File: src/rtl/sdiv32_pkg.sv
// Shared types, constants and helpers for the sdiv32_front signed-divide wrapper.
package sdiv32_pkg;

    localparam logic [31:0] DZ_QUOTIENT = 32'hFFFF_FFFF;

    // Per-request context carried alongside the divider core pipeline; the tag
    // travels in a parallel array because its width is a module parameter.
    typedef struct packed {
        logic        valid;
        logic        sign_q;
        logic        sign_r;
        logic        dz;
        logic [31:0] a;
    } flight_t;

    function automatic logic [31:0] neg32(input logic [31:0] v);
        return ~v + 32'd1;
    endfunction

endpackage

File: src/rtl/sdiv32_front_if.sv
// Request, result and divider-core signals of sdiv32_front; slave is the block's view.
interface sdiv32_front_if #(
    parameter int unsigned ID_W = 4
);
    logic            in_valid;
    logic            in_ready;
    logic [31:0]     in_a;
    logic [31:0]     in_b;
    logic [ID_W-1:0] in_id;

    logic [63:0]     core_x;
    logic [31:0]     core_d;
    logic [31:0]     core_q;
    logic [31:0]     core_r;

    logic            out_valid;
    logic            out_ready;
    logic [31:0]     out_q;
    logic [31:0]     out_r;
    logic [ID_W-1:0] out_id;
    logic            out_dz;

    modport master (
        output in_valid, in_a, in_b, in_id, out_ready, core_q, core_r,
        input  in_ready, core_x, core_d, out_valid, out_q, out_r, out_id, out_dz
    );

    modport slave (
        input  in_valid, in_a, in_b, in_id, out_ready, core_q, core_r,
        output in_ready, core_x, core_d, out_valid, out_q, out_r, out_id, out_dz
    );

endinterface

File: src/rtl/sdiv32_res_fifo.sv
// Result buffer for sdiv32_front: power-of-two depth FIFO with a combinational head.
module sdiv32_res_fifo #(
    parameter int unsigned WIDTH = 8,
    parameter int unsigned DEPTH = 4
) (
    input  logic                   clk,
    input  logic                   rst,
    input  logic                   wr_en_i,
    input  logic [WIDTH-1:0]       wr_data_i,
    input  logic                   rd_en_i,
    output logic [WIDTH-1:0]       rd_data_o,
    output logic                   empty_o,
    output logic [$clog2(DEPTH):0] count_o
);
    localparam int unsigned AW = $clog2(DEPTH);
    localparam int unsigned CW = $clog2(DEPTH) + 1;

    logic [WIDTH-1:0] mem_q [DEPTH];
    logic [AW-1:0]    wr_ptr_q, wr_ptr_d;
    logic [AW-1:0]    rd_ptr_q, rd_ptr_d;
    logic [CW-1:0]    count_q, count_d;
    logic             do_wr, do_rd;

    assign empty_o = (count_q == '0);
    assign do_rd   = rd_en_i & ~empty_o;
    assign do_wr   = wr_en_i & ((count_q != CW'(DEPTH)) | do_rd);

    always_comb begin
        wr_ptr_d = wr_ptr_q + AW'(do_wr);
        rd_ptr_d = rd_ptr_q + AW'(do_rd);
        count_d  = count_q;
        if (do_wr & ~do_rd) begin
            count_d = count_q + CW'(1);
        end else if (~do_wr & do_rd) begin
            count_d = count_q - CW'(1);
        end
    end

    always_ff @(posedge clk or posedge rst) begin
        if (rst) begin
            wr_ptr_q <= '0;
            rd_ptr_q <= '0;
            count_q  <= '0;
        end else begin
            wr_ptr_q <= wr_ptr_d;
            rd_ptr_q <= rd_ptr_d;
            count_q  <= count_d;
        end
    end

    always_ff @(posedge clk) begin
        if (do_wr) begin
            mem_q[wr_ptr_q] <= wr_data_i;
        end
    end

    // Empty reads as zero so the result outputs are clean during and after reset.
    assign rd_data_o = empty_o ? '0 : mem_q[rd_ptr_q];
    assign count_o   = count_q;

endmodule

File: src/rtl/sdiv32_front.sv
// Signed front end for a pipelined unsigned 64/32 divider core with credit-based result buffering.
// Define SDIV32_SIGNED_EN for signed semantics; otherwise operands pass through unsigned.
module sdiv32_front
    import sdiv32_pkg::*;
#(
    parameter int unsigned CORE_LAT   = 2,
    parameter int unsigned FIFO_DEPTH = 4,
    parameter int unsigned ID_W       = 4
) (
    input  logic          clk,
    input  logic          rst,
    sdiv32_front_if.slave bus
);
    localparam int unsigned CW = $clog2(FIFO_DEPTH) + 1;
    localparam int unsigned RW = 32 + 32 + ID_W + 1;

    flight_t         pipe_q [CORE_LAT];
    logic [ID_W-1:0] pid_q  [CORE_LAT];
    flight_t         issue_d;
    flight_t         tail;
    logic [ID_W-1:0] tail_id;
    logic            accept;
    logic            in_ready;
    logic [CW-1:0]   inflight;
    logic [CW-1:0]   fifo_count;
    logic            fifo_empty;
    logic [31:0]     res_q, res_r;
    logic [RW-1:0]   wr_data, rd_data;

    always_comb begin
        inflight = '0;
        for (int unsigned i = 0; i < CORE_LAT; i++) begin
            inflight = inflight + CW'(pipe_q[i].valid);
        end
    end

    // In-flight entries hold a reserved FIFO slot, so the FIFO can never overflow.
    assign in_ready     = ~rst & ((fifo_count + inflight) < CW'(FIFO_DEPTH));
    assign bus.in_ready = in_ready;
    assign accept       = bus.in_valid & in_ready;

    always_comb begin
        issue_d     = '0;
        bus.core_x  = '0;
        bus.core_d  = 32'd1;
        if (accept) begin
            issue_d.valid = 1'b1;
            issue_d.dz    = (bus.in_b == '0);
            issue_d.a     = bus.in_a;
`ifdef SDIV32_SIGNED_EN
            issue_d.sign_q = bus.in_a[31] ^ bus.in_b[31];
            issue_d.sign_r = bus.in_a[31];
            bus.core_x     = {32'd0, bus.in_a[31] ? neg32(bus.in_a) : bus.in_a};
            bus.core_d     = bus.in_b[31] ? neg32(bus.in_b) : bus.in_b;
`else
            bus.core_x     = {32'd0, bus.in_a};
            bus.core_d     = bus.in_b;
`endif
        end
    end

    always_ff @(posedge clk or posedge rst) begin
        if (rst) begin
            for (int unsigned i = 0; i < CORE_LAT; i++) begin
                pipe_q[i] <= '0;
                pid_q[i]  <= '0;
            end
        end else begin
            pipe_q[0] <= issue_d;
            pid_q[0]  <= bus.in_id;
            for (int unsigned i = 1; i < CORE_LAT; i++) begin
                pipe_q[i] <= pipe_q[i-1];
                pid_q[i]  <= pid_q[i-1];
            end
        end
    end

    assign tail    = pipe_q[CORE_LAT-1];
    assign tail_id = pid_q[CORE_LAT-1];

    always_comb begin
        res_q = tail.sign_q ? neg32(bus.core_q) : bus.core_q;
        res_r = tail.sign_r ? neg32(bus.core_r) : bus.core_r;
        if (tail.dz) begin
            res_q = DZ_QUOTIENT;
            res_r = tail.a;
        end
    end

    assign wr_data = {tail.dz, tail_id, res_r, res_q};

    sdiv32_res_fifo #(
        .WIDTH (RW),
        .DEPTH (FIFO_DEPTH)
    ) u_res_fifo (
        .clk       (clk),
        .rst       (rst),
        .wr_en_i   (tail.valid),
        .wr_data_i (wr_data),
        .rd_en_i   (bus.out_ready),
        .rd_data_o (rd_data),
        .empty_o   (fifo_empty),
        .count_o   (fifo_count)
    );

    assign bus.out_valid = ~fifo_empty;
    assign {bus.out_dz, bus.out_id, bus.out_r, bus.out_q} = rd_data;

endmodule
File: src/flat_wrapper.sv
// flat-port wrapper written by rule: the top's interface ports become plain ports
module sdiv32_front_flat import sdiv32_pkg::*;
#(
    parameter int unsigned CORE_LAT   = 2,
    parameter int unsigned FIFO_DEPTH = 4,
    parameter int unsigned ID_W       = 4
)
  (clk, rst, bus_in_valid, bus_in_a, bus_in_b, bus_in_id, bus_out_ready, bus_core_q, bus_core_r, bus_in_ready, bus_core_x, bus_core_d, bus_out_valid, bus_out_q, bus_out_r, bus_out_id, bus_out_dz);
  sdiv32_front_if #(.ID_W(ID_W)) bus_i ();
  input  logic clk;
  input  logic rst;
  input wire logic [$bits(bus_i.in_valid)-1:0] bus_in_valid;
  input wire logic [$bits(bus_i.in_a)-1:0] bus_in_a;
  input wire logic [$bits(bus_i.in_b)-1:0] bus_in_b;
  input wire logic [$bits(bus_i.in_id)-1:0] bus_in_id;
  input wire logic [$bits(bus_i.out_ready)-1:0] bus_out_ready;
  input wire logic [$bits(bus_i.core_q)-1:0] bus_core_q;
  input wire logic [$bits(bus_i.core_r)-1:0] bus_core_r;
  output wire logic [$bits(bus_i.in_ready)-1:0] bus_in_ready;
  output wire logic [$bits(bus_i.core_x)-1:0] bus_core_x;
  output wire logic [$bits(bus_i.core_d)-1:0] bus_core_d;
  output wire logic [$bits(bus_i.out_valid)-1:0] bus_out_valid;
  output wire logic [$bits(bus_i.out_q)-1:0] bus_out_q;
  output wire logic [$bits(bus_i.out_r)-1:0] bus_out_r;
  output wire logic [$bits(bus_i.out_id)-1:0] bus_out_id;
  output wire logic [$bits(bus_i.out_dz)-1:0] bus_out_dz;
  assign bus_i.in_valid = bus_in_valid;
  assign bus_i.in_a = bus_in_a;
  assign bus_i.in_b = bus_in_b;
  assign bus_i.in_id = bus_in_id;
  assign bus_i.out_ready = bus_out_ready;
  assign bus_i.core_q = bus_core_q;
  assign bus_i.core_r = bus_core_r;
  assign bus_in_ready = bus_i.in_ready;
  assign bus_core_x = bus_i.core_x;
  assign bus_core_d = bus_i.core_d;
  assign bus_out_valid = bus_i.out_valid;
  assign bus_out_q = bus_i.out_q;
  assign bus_out_r = bus_i.out_r;
  assign bus_out_id = bus_i.out_id;
  assign bus_out_dz = bus_i.out_dz;
  sdiv32_front #(.CORE_LAT(CORE_LAT), .FIFO_DEPTH(FIFO_DEPTH), .ID_W(ID_W)) u_core (.clk(clk), .rst(rst), .bus(bus_i));
endmodule
File: config.mk
export PLATFORM = sky130hd
export DESIGN_NAME = sdiv32_front_flat
export DESIGN_NICKNAME = d
export VERILOG_FILES = /design/src/rtl/sdiv32_pkg.sv /design/src/rtl/sdiv32_front_if.sv /design/src/rtl/sdiv32_res_fifo.sv /design/src/rtl/sdiv32_front.sv /design/src/flat_wrapper.sv
export SDC_FILE = /design/constraint.sdc
export NUM_CORES = 1
export LEC_CHECK = 0
export CAP_MARGIN = 20
export CORE_ASPECT_RATIO = 0.5
export CORE_MARGIN = 1
export CORE_UTILIZATION = 55
export CTS_CLUSTER_DIAMETER = 80
export CTS_CLUSTER_SIZE = 10
export DETAILED_ROUTE_END_ITERATION = 10
export GPL_TIMING_DRIVEN = 0
export HOLD_SLACK_MARGIN = 0.02
export MAX_ROUTING_LAYER = met4
export PLACE_DENSITY = 0.91
export SETUP_SLACK_MARGIN = 0.02
export SLEW_MARGIN = 15
export SYNTH_ARGS = -nofsm -noshare
export SYNTH_HDL_FRONTEND = slang
export SYNTH_SLANG_ARGS = --single-unit
export TNS_END_PERCENT = 10
File: constraint.sdc
create_clock -name clk -period 11.7 [get_ports clk]
set_input_delay 1.17 -clock clk [delete_from_list [all_inputs] [get_ports clk]]
set_output_delay 1.17 -clock clk [all_outputs]
set_load 0.005 [all_outputs]
Word level (Yosys, flattened, before mapping)

Memory sizes are Yosys's and may differ from the RTL's.
Index checks and enable logic that the tools add are counted.

Bits of input ports: 136
Word-level logic and storage cells: 45
Memories: 1
Register bits: 83
Memory bits (writable): 276
Output and inout bits: 167

$add $sub $neg: 6
Magnitude comparators: 1
Reduce and logical (&&, ||, !) cells: 3
Mux-type cells: 11
Bitwise gates (word level): 11
Equal/unequal tests: 1

Memories:

| memory                  | depth | bits a word | rd ports | clocked after memory_dff | write ports | RTL line              | RTL |
|---|---|---|---|---|---|---|---|
| u_core.u_res_fifo.mem_q | 4     | 69          | 1        | 0                        | 1           | sdiv32_res_fifo.sv:18 | `logic [WIDTH-1:0] mem_q [DEPTH];` |

Operator list:

| operator              | number |
|---|---|
| $mux W32              | 4 |
| $mux W69              | 1 |
| $mux W33              | 1 |
| $logic_not A32 Y1     | 1 |
| $and A1 B1 Y1         | 6 |
| $mux W3               | 2 |
| $add A2 B1 Y2         | 2 |
| $not A1 Y1            | 4 |
| $add A3 B1 Y3 const B | 1 |
| $add A3 B3 Y3         | 1 |
| $logic_not A3 Y1      | 1 |
| $lt A3 B3 Y1 const B  | 1 |
| $mux W1               | 3 |
| $ne A3 B3 Y1 const B  | 1 |
| $sub A3 B1 Y3 const B | 1 |
| $add A1 B1 Y2         | 1 |
| $reduce_bool A2 Y1    | 1 |
| $or A1 B1 Y1          | 1 |

Longest topological paths before layout

Gate-level depths: netlist of the first run.

Depth after elaboration: 9
Gate-level depth with buffers: 10
Depth with buffers taken out: 9

By module

Synthesis of the first run repeated with hierarchy kept, for this count alone.

Cell total of the unflattened synthesis: 781
Area total of the unflattened synthesis: 14582.7 sq um

By module, submodules not included:

| module          | seq. area each (sq um) | area each (sq um) | cells an instance | times used |
|---|---|---|---|---|
| sdiv32_res_fifo | 8463.1                 | 10860.4           | 467               | 1 |
| sdiv32_front    | 1901.8                 | 3722.3            | 314               | 1 |

Worst setup path after synthesis of the first run

OpenSTA, ideal clock, no wires.

Path type: input-to-reg
From: input bus_out_ready
To: memory u_core.u_res_fifo.mem_q[1][0] (netlist name), enable pin
Setup time: 0.595 ns
Slack: 4.754 ns
Data required time: 11.105 ns
Path buffers: 0
Cell stages on the path: 2
Data arrival time: 6.350 ns
Cells stage by stage: o41ai_1 > nor3b_1

Cells in the longest elaborated chain, start to end: 5

RTL lines:

| what                          | RTL line              | RTL |
|---|---|---|
| start, declared               | flat_wrapper.sv:16    | `input wire logic [$bits(bus_i.out_ready)-1:0] bus_out_ready;` |
| $and A1 B1 Y1                 | sdiv32_res_fifo.sv:25 | `assign do_rd = rd_en_i & ~empty_o;` |
| $or A1 B1 Y1                  | sdiv32_res_fifo.sv:26 | `assign do_wr = wr_en_i & ((count_q != CW'(DEPTH)) \| do_rd);` |
| $and A1 B1 Y1                 | sdiv32_res_fifo.sv:26 |  |
| $mux W1                       | sdiv32_res_fifo.sv:52 | `if (do_wr) begin` |
| $mux W1 (implied by the code) | sdiv32_res_fifo.sv:53 | `mem_q[wr_ptr_q] <= wr_data_i;` |
| end, declared                 | sdiv32_res_fifo.sv:18 |  |

No other way between the ends.

Worst setup path after layout of the first run

From: input rst
To: output bus_core_x[17]

Cells in the longest elaborated chain, start to end: 4

RTL lines:

| what            | RTL line           | RTL |
|---|---|---|
| start, declared | flat_wrapper.sv:11 | `input logic rst;` |
| $not A1 Y1      | sdiv32_front.sv:38 | `assign in_ready = ~rst & ((fifo_count + inflight) < CW'(FIFO_DEPTH));` |
| $and A1 B1 Y1   | sdiv32_front.sv:38 |  |
| $and A1 B1 Y1   | sdiv32_front.sv:40 | `assign accept = bus.in_valid & in_ready;` |
| $mux W32        | sdiv32_front.sv:46 | `if (accept) begin` |
| end, declared   | flat_wrapper.sv:20 | `output wire logic [$bits(bus_i.core_x)-1:0] bus_core_x;` |

No other way between the ends.

==> impl_metrics.ini, run 1 <==
[sta]
max_freq_ghz = 0.209
fin_crit_sh = 0.408
hold_viol = 0
setup_viol_count_final = 0
final_period_minus_worst_setup_slack_ns = 4.78
totalNegativeSetupSlack_ns = 0
worst_slew_pin_slew_ns = 0.936
rsz_0062_raised_after_global_routing = no
fin_hold_ws_ns = 0.345
worst_slew_margin_rel = 0.373
final.setup_skew_ns = 0.0148
maxSlewViolCount = 0

[logic_synthesis]
synth.cell_area_um2 = 14400
synth-edff-count = 276
synth_most_common_cell = edfxtp_1
synthTopCellsByArea = edfxtp_1 58%, dfrtp_1 14%, mux4_2 11%
syn_avg_cell_area_um2 = 18.6
dominant_cell_type_by_area_after_synthesis = edfxtp_1
yosys_register_bits = 359
netlist_top_cells_count = 276 x edfxtp_1, 132 x and2_1, 83 x dfrtp_1
synth_sequential_area_ratio = 0.722
yosys.area.top_type_share = 0.577
postSynth.topFlopCell = edfxtp_1
synthCells = 770
synth-async-reset-ratio = 0.231
synth.lib_cells_used.distinct = 35
yosysWarnings = 0

[critical_path]
cp_data_required_time_ns = 10.53
criticalPathCategory = primary input to output pin
rr_endpoint = u_core.u_res_fifo.count_o[1]
timing.reg2reg.worst_path_depth = 8
crit_path_end_kind = output pin
start_kind = primary input
crit_arrival_ns = 3.61
regToRegSetupSlack_ns = 8.65
crit_path_max_fanout = 10
worstReg2RegStart = u_core.u_res_fifo.count_o[0]

[cts]
clock_tree.buffer_depth = 3
ctsHtreeMaxLevel = 2
cts_made_buffers = 41
clk_pin_slew_worst_paths_ns = 0.05
postCtsResizedCells = 0
clock_insertion_delay_worst_skew_ns = 0.53
cts-hold-fix-buffers = 0
cts_post_setup_buffers_inserted = 0
root_buffer = clkbuf_16
cts_sink_count = 359
tritoncts = built

[global_route]
grt_antenna_before_repair = 4
maximum_number_of_pins_on_one_net_before_global_route_repair = 59
grt_pass1_vias = 8732
grt_use_total = 0.272
globalRouteOverflowTotal = 0
grt_first_pass_wirelength_mm = 51.6

[place]
number_of_port_buffers = 270
place.detailed.hpwl_mm = 23.1
place.gp.congestion = 0.800

[routing]
antenna_left = 0
drt-vias-per-instance = 5.44
wl_per_cell_um = 23.3
detailed_route_drc_error_count = 0
postRouteWirelength_mm = 35.4
drt_iter0_markers = 664
route.vias.total = 8277
drt_pre_antenna_iters = 4

[worst_hold_path]
whs_path_depth = 0
hold_path_startpoint = u_core.pipe_q[59]
terminating_pin_of_the_worst_hold_path = u_core.pipe_q[23]
min_path_type = register to register

[finish]
nets = 1283
syn2layout_area_growth_pct = 33.0
post_route_cells_drive_above_1_share = 0.248
filler_cell_count = 1350

[floorplanning]
dieWidth_um = 230
floorplan.core_area_um2 = 25400
chipHeight_um = 116
num_io_pins = 303
floorplan.initialDensity = 0.565
overall_die_area_um2 = 26800
placementRows = 41

[power]
max-vdd-ir-drop_v = 0.000129
cellLeakagePower_nw = 7.11
power-per-cell-area_nw_per_um2 = 211
fin_total_pwr_mw = 4.03

[job]
max_cap_viol_count = 0

[status]
run_status = completed
==> worst max-delay path, cell delays in order <==
cell and delay (ns):
clkdlybuf4s50_1 0.49, or3b_1 0.39, mux2i_1 0.28, buf_4 0.24
buf_6 0.17, and2_1 0.21, buf_4 0.13, clkdlybuf4s50_1 0.53
==> worst max path at each step <==
| stage | startpoint | end | slack (ns) | cells past startpoint |
|---|---|---|---|---|
| 4_1_cts | rst | bus_core_x[17] | 6.87 | 8 |
| 3_3_place_gp | bus_out_ready | u_core.u_res_fifo.mem_q[2][13] | 0.29 | 3 |
| 5_1_grt | rst | bus_core_x[17] | 6.80 | 8 |
| 6_report | rst | bus_core_x[17] | 6.92 | 8 |
| 2_1_floorplan | bus_out_ready | u_core.u_res_fifo.mem_q[1][0] | 4.75 | 2 |
| 3_5_place_dp | rst | bus_core_x[17] | 6.89 | 8 |
==> cells by family (layout without fill, tap and decap cells) <==
kind of cell | after synthesis | after routing | synth area share
AOI/OAI and AO/OA | 2 | 2 | 0.00105
xor gates and xnor gates | 6 | 6 | 0.00366
adders and majority gates | 6 | 6 | 0.00575
buffers and inverters | 107 | 480 | 0.0506
DFF | 359 | 359 | 0.722
muxes | 103 | 103 | 0.135
other | 1 | 35 | 0.000261
and+or+nand+nor | 186 | 186 | 0.0814
==> area by class of cell <==
| cell class | count | area, µm² | share of cell area |
|---|---|---|---|
| Inverter | 5 | 21.3 | 0.00111 |
| Timing Repair Buffer | 297 | 2950 | 0.155 |
| Clock inverter | 1 | 8.76 | 0.000459 |
| Tap cell | 344 | 430 | 0.0225 |
| Clock buffer | 75 | 1200 | 0.0626 |
| Antenna cell | 3 | 7.51 | 0.000393 |
| Multi-Input combinational cell | 335 | 3410 | 0.179 |
| Sequential cell | 359 | 10400 | 0.543 |
| Buffer | 102 | 708 | 0.0371 |
==> metrics by stage <==
step / std cells / worst slack, ns / instance area [µm²] / utilization
after floorplan: 801 / 4.75 / 14500 / -
after CTS: 1518 / 6.87 / 19100 / 0.752
after global placement: 1415 / 0.286 / 17600 / 0.693
after global routing: 1521 / 6.80 / 19100 / 0.752
final: 1521 / 6.92 / 19100 / 0.752
after detailed placement: 1442 / 6.89 / 17900 / 0.704
==> placed cells by master, fill, tap and decap left out, types with 33 or more instances in the layout <==
cell	n
and2_1	132
buf_4	86
clkbuf_1	50
clkbuf_16	43
clkdlybuf4s50_1	270
dfrtp_1	83
edfxtp_1	276
mux2_2	33
mux4_2	67
==> flip-flops by register name, summed over array words and instances (netlist names) <==
| register | flops |
|---|---|
| u_core.tail_id | 4 |
| u_core.u_res_fifo.rd_ptr_q | 2 |
| u_core.u_res_fifo.wr_ptr_q | 2 |
| u_core.u_res_fifo.count_o | 3 |
| u_core.pid_q | 4 |
| u_core.u_res_fifo.mem_q | 276 |
| u_core.pipe_q | 68 |
==> routing by layer <==
| layer | routed length (µm) | vias to the layer above | track usage |
|---|---|---|---|
| li1 | - | 3542 | - |
| met1 | 13200 | 4273 | 0.323 |
| met2 | 18900 | 387 | 0.475 |
| met3 | 2060 | 75 | 0.0420 |
| met4 | 1240 | 0 | 0.113 |
| met5 | 0 | - | - |
==> power breakdown <==
part | leakage (nW) | internal (mW) | switching (mW) | total (mW)
Clock | 0.572 | 0.686 | 0.479 | 1.17
Sequential | 3.60 | 1.50 | 0.0487 | 1.55
Combinational | 2.94 | 0.767 | 0.549 | 1.32
Total | 7.11 | 2.96 | 1.08 | 4.03
No activity file was read; power rests on OpenSTA's default activity.
==> inputs of run 2 (changes only) <==
- CORE_UTILIZATION: 55 -> 51
- PLACE_DENSITY: 0.91 -> 0.86
- clock period: 11.7 -> 4.9 ns (I/O delays scaled with it)
==> impl_metrics.ini, run 2 (synthesis gave the netlist of run 1 again) <==
[status]
run_status = completed

[sta]
hold_viol = 0
setup_viol_count_final = 0
max_freq_ghz = 0.270
final_worst_setup_slack_ns = 1.19
fin_hold_ws_ns = 0.334
maxSlewViolCount = 0
worst_slew_margin_rel = 0.318
worst_slew_pin_slew_ns = 1.01
final_period_minus_worst_setup_slack_ns = 3.71
rsz_0062_raised_after_global_routing = no
final.setup_skew_ns = 0.0151
fin_crit_sh = 0.756

[global_route]
maximum_number_of_pins_on_one_net_before_global_route_repair = 46
globalRouteOverflowTotal = 0
grt_first_pass_wirelength_mm = 47.6
grt_use_total = 0.227
grt_antenna_before_repair = 2
grt_pass1_vias = 8722

[power]
netSwitchingFraction = 0.258
power-per-cell-area_nw_per_um2 = 496
power.clock.fraction = 0.287
cellLeakagePower_nw = 7.11
power_switching_mw = 2.45
max-vdd-ir-drop_v = 0.000225
combPwrFrac = 0.325
power.sequential.fraction = 0.388
intPower_mw = 7.05

[finish]
syn2layout_area_growth_pct = 33.3
filler_cell_count = 1645
top_regs = u_core.u_res_fifo.mem_q (276), u_core.pipe_q (68)
nets = 1283
registers.top_by_ff_count = u_core.u_res_fifo.mem_q
layout.cells.most_common_list = 276 x edfxtp_1, 270 x clkdlybuf4s50_1, 132 x and2_1, 83 x dfrtp_1, 82 x buf_4
post_route_cells_drive_above_1_share = 0.247
layout.cells.most_common = edfxtp_1
largest_reg_flops = 276

[worst_hold_path]
min_path_type = register to register

[routing]
route.vias.total = 7910
detail_route.wirelength.met1_mm = 12.3
top_routing_layer_in_use = met4
antenna_left = 0
wl_per_cell_um = 20.1
drt-vias-per-instance = 5.10
routed-wl-met3_mm = 1.49
drt_iter0_markers = 573
wl_met2_mm = 16.8
detailed_route_drc_error_count = 0
postRouteWirelength_mm = 31.2
drt_pre_antenna_iters = 4

[critical_path]
crit_path_end_kind = output pin
criticalPathCategory = register to output pin
crit_path_max_cell_delay_ns = 0.51
critical_path_cell_by_cell = ha_1, ha_1, a31oi_1, mux2i_1, buf_4, buf_6, and2_1, buf_4, clkdlybuf4s50_1
critical-path-top-delay-family = buffers and inverters
slowest_stage_cell_on_the_critical_path = clkdlybuf4s50_1
crit_arrival_ns = 3.22
start_kind = register
critical_path.n_buffers_inverters = 4
cp_data_required_time_ns = 4.41
crit_path_max_fanout = 11

[floorplanning]
overall_die_area_um2 = 28900
num_io_pins = 303
floorplan.initialDensity = 0.531
placementRows = 42
chipHeight_um = 121
floorplan.core_area_um2 = 27100
dieWidth_um = 239

[cts]
tritoncts = built
clk_pin_slew_worst_paths_ns = 0.05
postCtsResizedCells = 0
ctsHtreeMaxLevel = 2
cts_made_buffers = 41
clock_tree.buffer_depth = 3
cts_sink_count = 359
root_buffer = clkbuf_16
cts_post_setup_buffers_inserted = 0
clock_insertion_delay_worst_skew_ns = 0.51
cts-hold-fix-buffers = 0

[place]
dp_slack_ns = 1.53
number_of_port_buffers = 270
place.gp.congestion = 0.777
place.detailed.hpwl_mm = 22.1

[job]
max_cap_viol_count = 0
run 2: cell count changes in the layout (fill, tap and decap cells not counted), sizes merged:
cell | previous run | this run
clkbuf | 93 | 92
run 2: worst register-to-register path: cells and delay by family, from the launching register on:
kind / cells / cell delay (ns)
muxes: 1 / 0.26
adders and majority gates: 2 / 0.68
buffers and inverters: 3 / 1.05
DFF: 1 / 0.44
and+or+nand+nor: 2 / 0.41
run 2: layer usage:
metal,global-route usage,up-vias
met5,-,-
met4,0.0701,0
met3,0.0365,49
met2,0.398,260
met1,0.272,4056
li1,-,3545
run 2: stage by stage:
step / std cells / setup TNS, ns / power, mW / util / instance area [µm²]
after CTS: 1547 / 0 / 9.60 / 0.707 / 19100
after detailed placement: 1472 / 0 / 6.85 / 0.663 / 17900
after global placement: 1445 / -1145.81 / 6.78 / 0.652 / 17600
final: 1550 / 0 / 9.49 / 0.707 / 19100
after global routing: 1549 / 0 / 9.90 / 0.707 / 19100
after floorplan: 801 / -257.20 / 5.31 / - / 14500
run 2: power groups by stage:
| stage | logic [mW] | clock network [mW] | registers (mW) |
|---|---|---|---|
| after floorplan | 1.58 | 0 | 3.73 |
| after global placement | 3.01 | 0 | 3.77 |
| after detailed placement | 3.11 | 0 | 3.74 |
| after CTS | 3.14 | 2.77 | 3.68 |
| after global routing | 3.29 | 2.91 | 3.70 |
| final | 3.08 | 2.73 | 3.68 |
run 2: final timing paths:
kind                                              start                           end  slack [ns]  cells past startpoint
setup / recovery                      u_core.pipe_q[35]                bus_core_x[15]        1.19                      9
hold / removal                        u_core.pipe_q[36]              u_core.pipe_q[0]        0.33                      0
setup reg to reg           u_core.u_res_fifo.count_o[0]  u_core.u_res_fifo.count_o[1]        1.95                      8
hold reg to reg                       u_core.pipe_q[36]              u_core.pipe_q[0]        0.33                      0
max in group asynchronous                           rst             u_core.pipe_q[37]        3.85                      3
min in group asynchronous                           rst             u_core.pipe_q[59]        0.44                      2
run 2: final cells by class:
cell class | instances | area (µm²) | area share
clock inverters | 1 | 8.76 | 0.000458
flip-flops and latches | 359 | 10400 | 0.542
diodes | 3 | 7.51 | 0.000392
clock buffers | 74 | 1190 | 0.0623
plain buffers | 102 | 708 | 0.0370
well taps | 374 | 468 | 0.0244
repair buffers | 297 | 2970 | 0.155
multi-input cells | 335 | 3400 | 0.178
inverters | 5 | 21.3 | 0.00111
